`src/rtl/pipelined_adder.sv`:
```
// Pipelined add/subtract: the carry chain is cut into STAGES slices with a register per slice.
// Each stage has valid/ready flow control, so the block sustains one beat per cycle under back-pressure.
module pipelined_adder #(
   parameter int WIDTH  = 32,
   parameter int STAGES = 4
) (
   input  logic             clk,
   input  logic             rst,
   input  logic             in_valid,
   output logic             in_ready,
   input  logic [WIDTH-1:0] a,
   input  logic [WIDTH-1:0] b,
   input  logic             ci,
   input  logic             sub,
   output logic             out_valid,
   input  logic             out_ready,
   output logic [WIDTH-1:0] sum,
   output logic             co,
   output logic             ovf
);
   localparam int SLICE = WIDTH / STAGES;

   if (STAGES < 1 || STAGES > WIDTH || (WIDTH % STAGES) != 0) begin : g_bad_params
      $error("pipelined_adder: STAGES must be 1..WIDTH and divide WIDTH");
   end

   logic [STAGES-1:0]             valid_q, valid_d, carry_q, carry_d;
   logic [STAGES-1:0][WIDTH-1:0]  a_q, a_d, b_q, b_d, res_q, res_d;
   logic                          ovf_q, ovf_d;
   logic [STAGES-1:0]             ready;
   logic [STAGES-1:0]             src_valid, src_c;
   logic [STAGES-1:0][WIDTH-1:0]  src_a, src_b, src_res;
   logic [STAGES-1:0][SLICE:0]    slice_sum;

   // A stage may load when it is empty or its downstream neighbour is taking its beat.
   always_comb begin
      logic r;
      r = out_ready;
      for (int k = STAGES - 1; k >= 0; k--) begin
         r        = !valid_q[k] || r;
         ready[k] = r;
      end
   end

   always_comb begin
      valid_d = valid_q;
      carry_d = carry_q;
      a_d     = a_q;
      b_d     = b_q;
      res_d   = res_q;
      ovf_d   = ovf_q;

      src_valid[0] = in_valid;
      src_a[0]     = a;
      src_b[0]     = b ^ {WIDTH{sub}};
      src_res[0]   = '0;
      src_c[0]     = ci ^ sub;
      for (int k = 1; k < STAGES; k++) begin
         src_valid[k] = valid_q[k-1];
         src_a[k]     = a_q[k-1];
         src_b[k]     = b_q[k-1];
         src_res[k]   = res_q[k-1];
         src_c[k]     = carry_q[k-1];
      end

      // Data regs load only for real beats, so bubbles never disturb held results.
      for (int k = 0; k < STAGES; k++) begin
         slice_sum[k] = {1'b0, src_a[k][k*SLICE +: SLICE]}
                      + {1'b0, src_b[k][k*SLICE +: SLICE]}
                      + {{SLICE{1'b0}}, src_c[k]};
         if (ready[k]) begin
            valid_d[k] = src_valid[k];
            if (src_valid[k]) begin
               a_d[k]                   = src_a[k];
               b_d[k]                   = src_b[k];
               res_d[k]                 = src_res[k];
               res_d[k][k*SLICE +: SLICE] = slice_sum[k][SLICE-1:0];
               carry_d[k]               = slice_sum[k][SLICE];
            end
         end
      end

      if (ready[STAGES-1] && src_valid[STAGES-1])
         ovf_d = (src_a[STAGES-1][WIDTH-1] == src_b[STAGES-1][WIDTH-1]) &&
                 (slice_sum[STAGES-1][SLICE-1] != src_a[STAGES-1][WIDTH-1]);
   end

   always_ff @(posedge clk) begin
      if (rst) begin
         valid_q <= '0;
         carry_q <= '0;
         a_q     <= '0;
         b_q     <= '0;
         res_q   <= '0;
         ovf_q   <= 1'b0;
      end else begin
         valid_q <= valid_d;
         carry_q <= carry_d;
         a_q     <= a_d;
         b_q     <= b_d;
         res_q   <= res_d;
         ovf_q   <= ovf_d;
      end
   end

   assign in_ready  = ready[0];
   assign out_valid = valid_q[STAGES-1];
   assign sum       = res_q[STAGES-1];
   assign co        = carry_q[STAGES-1];
   assign ovf       = ovf_q;

endmodule

```
`config.mk`:
```
export PLATFORM = sky130hd
export DESIGN_NAME = pipelined_adder
export DESIGN_NICKNAME = d
export VERILOG_FILES = /design/src/rtl/pipelined_adder.sv
export SDC_FILE = /design/constraint.sdc
export NUM_CORES = 1
export LEC_CHECK = 0
export CORE_ASPECT_RATIO = 0.75
export CORE_UTILIZATION = 60
export CTS_CLUSTER_SIZE = 30
export DETAILED_ROUTE_END_ITERATION = 10
export MAX_ROUTING_LAYER = met4
export PLACE_DENSITY = 0.86
export SLEW_MARGIN = 30
export SYNTH_ARGS = -nofsm -noshare
export SYNTH_HDL_FRONTEND = slang
export SYNTH_SLANG_ARGS = --single-unit
```
`constraint.sdc`:
```
create_clock -name clk -period 4.3 [get_ports clk]
set_input_delay 1.075 -clock clk [delete_from_list [all_inputs] [get_ports clk]]
set_output_delay 1.075 -clock clk [all_outputs]
set_load 0.02 [all_outputs]
```
* Word-level counts from Yosys, hierarchy flattened *
Index checks and enable logic that the tools add are counted.

storage, ports and cells
  bits in registers = 281
  output and inout bits = 36
  word-level logic and storage cells = 45

cells by class
  bitwise logic cells = 2
  reduce and logical (&&, ||, !) cells = 14
  equal/unequal tests = 2
  $add $sub $neg = 8

operators by type and width
  cell                                    count
  8-bit by 8-bit adder with 9-bit output  4
  9-bit by 1-bit adder with 9-bit output  4
  32-bit bitwise XOR                      1
  2-bit AND reduction                     4
  1-bit zero test                         4
  1-bit logical OR                        4
  1-bit logical AND                       2
  1-bit == test                           1
  1-bit != test                           1
  1-bit bitwise XOR                       1

* Depth between registers and ports, before layout *
  word-level depth = 6
  mapped depth = 10

* Worst setup path after synthesis *
OpenSTA, ideal clock, no wires.

  path kind = input -> register
  start point = in sub
  end point = reg carry_q[0]
  path buffers = 2
  setup time = 0.137 ns
  cell stages on the path = 10
  data arrival time = 2.959 ns
  slack = 1.204 ns
  cells stage by stage = clkbuf_1 buf_2 xor2_1 fa_1 inv_1 fa_1 nor2b_1 o31a_1 o2111ai_1 a31oi_1

on the way
  word-level cells in the longest chain between the ends = 3
  elaborated cells on any way between the ends = 4

ends and longest elaborated chain
  element                                   RTL line  RTL
  start, declared                           14        input logic sub,
  32-bit bitwise XOR                        55        src_b[0] = b ^ {WIDTH{sub}};
  8-bit by 8-bit adder with 9-bit output    69        + {1'b0, src_b[k][k*SLICE +: SLICE]}
  9-bit by 1-bit adder with 9-bit output *  70        + {{SLICE{1'b0}}, src_c[k]};
  end signal, assigned                      98        carry_q <= carry_d;
  end, declared                             27        logic [STAGES-1:0] valid_q, valid_d, carry_q, carry_d;

Every way passes the cells marked *; elsewhere a longest branch is shown, timed or not.
A chain may end at the register's enable or synchronous reset.

* Worst setup path in the final report *
  start point = in out_ready
  end point = out in_ready

on the way
  word-level cells in the longest chain between the ends = 4

ends and longest elaborated chain
  element                         RTL line  RTL
  start, declared                 16        input logic out_ready,
  1-bit logical OR (4 in series)  40        r = !valid_q[k] || r;
  end, declared                   10        output logic in_ready,

No other way between the ends.

==> flow_summary.json <==
{
  "drt_iter0_drc": 550,
  "cpPeakStageDelay_ns": 0.55,
  "layout-drive-gt1-share_pct": 4.901,
  "fin_nets": 1154,
  "crit_buf_inv": 2,
  "synth_fp_nets": 1116,
  "synth-simple-area-share_pct": 19.36,
  "fin_area_um2": 9694,
  "cp_max_fo": 5,
  "cp-startpoint": "out_ready",
  "tns_ns": 0,
  "cp_data_required_time_ns": 3.22,
  "synth_top_family_by_area": "simple AND/OR/NAND/NOR gates",
  "max-slew-margin-rel_pct": 44.78,
  "fillers": 1029,
  "rsz0062_at_grt": "no",
  "multiInputGateArea_um2": 4000,
  "yosysUniqueCellTypes": 47,
  "vias_per_cell": 5.701,
  "antenna_found_initial": 0,
  "cp_num_cells": 4,
  "cts_setup_buffers": 0,
  "endpoint": "in_ready",
  "timing.rr.end": "res_q[44]$_SDFFE_PP0P_",
  "status": "finished, final reports clean",
  "dp_hpwl_um": 13240,
  "ys_seq_area_share_pct": 44.97,
  "synthesis.area_um2": 8235,
  "dr_total_vias": 7024,
  "final.min_clock_period_ns": 3.776,
  "path_clk_slew_ns": 0.08,
  "die_w_um": 137.3,
  "synth_warnings": 0,
  "tightest_slew_ns": 0.8283,
  "crit_path_top_delay_cell": "clkdlybuf4s50_1",
  "cts_sinks": 185,
  "grt_start_max_net_pins": 116,
  "ys_top_cells_by_area": "dfxtp_1 (45%), nand2_1 (13%), a21oi_1 (9.5%), ha_1 (4.3%), a211oi_1 (3.3%)",
  "syn2layout_area_growth_pct": 17.72,
  "crit_family": "buffers and inverters",
  "antennaDiodeCount": 0,
  "r2r_setup_slack_ns": 2.04,
  "syn_inst": 1010,
  "cts_tree": "yes",
  "cts_hold_buffers": 0,
  "overflow": 0,
  "row_count": 36,
  "fmax_mhz": 264.8,
  "drv_slew": 0,
  "clockRootBuffer": "clkbuf_16",
  "cp_cell_sequence": "clkdlybuf4s50_1, and4b_1, nand2_1, clkdlybuf4s50_1",
  "insertion_delay_ns": 0.44,
  "coreArea_um2": 13200,
  "power_density_nw_per_um2": 387.5,
  "ir_worst_vdd_mv": 0.2771,
  "grt_pass1_vias": 6243,
  "avgSynthCellArea_um2": 8.154,
  "wire_per_inst_um": 15.54,
  "worstSetupStartpointType": "input port",
  "start_util_pct": 62.40,
  "gp_congestion": 0.9165,
  "route.detailed.drc": 0,
  "crit_top_cell": "clkdlybuf4s50_1",
  "drv_cap": 0,
  "clock_skew_ns": 0.01511,
  "dpl_cell_area_um2": 9099,
  "cts_inserted_buffers": 17,
  "wirelength_um": 19140,
  "port-buffer-count": 105,
  "io_pins": 106,
  "ys_ff_latch": 185,
  "grt_pass1_wl_um": 30450,
  "synthXorXnorAreaFrac_pct": 4.254,
  "die_h_um": 103.5,
  "synthAdderAreaFrac_pct": 6.199,
  "cp.arrival_ns": 2.70,
  "min_path_type": "flop to flop",
  "cts.repair.resized": 0,
  "crit_type": "input port to output pin",
  "period_share_pct": 87.81,
  "synth_edf_count": 0,
  "fin_total_pwr_mw": 3.757,
  "clock_path_buffers": 2,
  "setup_violations": 0,
  "synth_compound_area_share_pct": 18.60,
  "r2r_cells": 6,
  "ys.flop_type": "dfxtp_1",
  "synth_top_area_share_pct": 44.97,
  "drtAntennaViolNets": 0,
  "rr_startpoint": "carry_q[0]$_SDFFE_PP0P_",
  "first_pass_iters": 5,
  "dieArea_um2": 14200,
  "power.static_leakage_nw": 3.517,
  "end_kind": "output pin",
  "regArea_um2": 3704,
  "async_flop_share_pct": 0,
  "grt_usage_pct": 28.96,
  "hold_ws_ns": 0.4515,
  "htreeDepth": 4,
  "muxShareOfSynthArea_pct": 0,
  "finalHoldViolCount": 0,
  "yosysTopAreaCell": "dfxtp_1"
}
-- how the worst min path moves through the flow --
stage | start | depth (start not counted) | slack, ns | to
global placement | b_q[21]$_SDFFE_PP0P_ | 2 | 0.44 | b_q[53]$_SDFFE_PP0P_
global route | res_q[43]$_SDFFE_PP0P_ | 2 | 0.47 | res_q[43]$_SDFFE_PP0P_
CTS | res_q[69]$_SDFFE_PP0P_ | 2 | 0.45 | sum[5]$_SDFFE_PP0P_
finish | res_q[75]$_SDFFE_PP0P_ | 2 | 0.45 | sum[11]$_SDFFE_PP0P_
floorplan | res_q[4]$_SDFFE_PP0P_ | 2 | 0.43 | res_q[36]$_SDFFE_PP0P_
detailed placement | a_q[22]$_SDFFE_PP0P_ | 2 | 0.45 | a_q[54]$_SDFFE_PP0P_
-- cell usage in the layout, fill, tap and decap left out, drive strengths merged, types with 2 or more instances in the layout --
cell           count
nand3b             3
nor2              41
o21ai             14
xnor2             29
a2111o             3
dfxtp            185
o31ai              2
o31a               2
a21oi            157
nand3             22
clkbuf            19
o211ai             8
a31oi              2
nand2b             3
or2                2
o311ai             5
nor2b              3
ha                28
and3               3
buf               15
nand4              8
nand4b             6
a211o              4
or3                2
o21a               8
fa                 8
nor3               3
inv               17
nand2            279
a21o               8
and2               5
clkdlybuf4s50    103
nor4               2
clkinv             6
a211oi            36
xor2              11
-- worst register-to-register path: stages, from the launching register on --
cell and delay [ns]:
dfxtp_1 0.33, fa_1 0.46, fa_1 0.44, a211oi_1 0.34, nor2_1 0.08, or3_1 0.39
a21oi_1 0.14
-- metrics by stage --
stage	utilization, %	cells	setup slack [ns]
3_5_place_dp	68.94	1200	0.5505
5_1_grt	73.45	1232	0.4716
6_report	73.45	1232	0.5242
3_3_place_gp	68.89	1200	0.5427
4_1_cts	73.45	1232	0.5349
2_1_floorplan	-	1010	1.204
-- layout make-up --
class / instances / area share, %
multi-input cells: 716 / 41.26
inverters: 10 / 0.3872
repair buffers: 118 / 11.81
well taps: 171 / 2.207
clock inverters: 13 / 1.562
flip-flops and latches: 185 / 38.20
clock buffers: 19 / 4.569
-- state kept, by name, indices dropped and copies added, names as in the netlist --
name	flops
a_q	48
b_q	48
carry_q	4
ovf	1
res_q	48
sum	32
valid_q	4
-- cells by family after synthesis --
group | count (synthesis)
xor gates and xnor gates | 40
buffers and inverters | 109
AOI/OAI and AO/OA | 256
adders and majority gates | 36
and+or+nand+nor | 384
DFF | 185
-- per-layer routing --
metal / track usage [%] / vias up / routed length [µm]
met5: - / - / 0
met4: 9.721 / 0 / 350
met3: 5.507 / 33 / 1072
met2: 46.23 / 230 / 8877
met1: 37.08 / 3283 / 8843
li1: - / 3478 / -
-- report_power, final --
part	switching, mW	leakage (nW)	total, mW	internal (mW)
clock network	0.752	0.290	1.55	0.797
registers	0.0481	1.51	1.82	1.78
logic	0.213	1.72	0.384	0.171
total	1.01	3.52	3.76	2.74
-- cells in the mapped netlist, drive strengths merged (4+ instances only) --
cell type and number:
a211o 4, a211oi 36, a21o 8, a21oi 157, and2 5, buf 47
clkbuf 52, dfxtp 185, fa 8, ha 28, inv 9, nand2 279
nand3 22, nand4 8, nand4b 6, nor2 41, o211ai 8, o21a 8
o21ai 14, o311ai 5, xnor2 29, xor2 11
No activity file was read; power rests on OpenSTA's default activity.
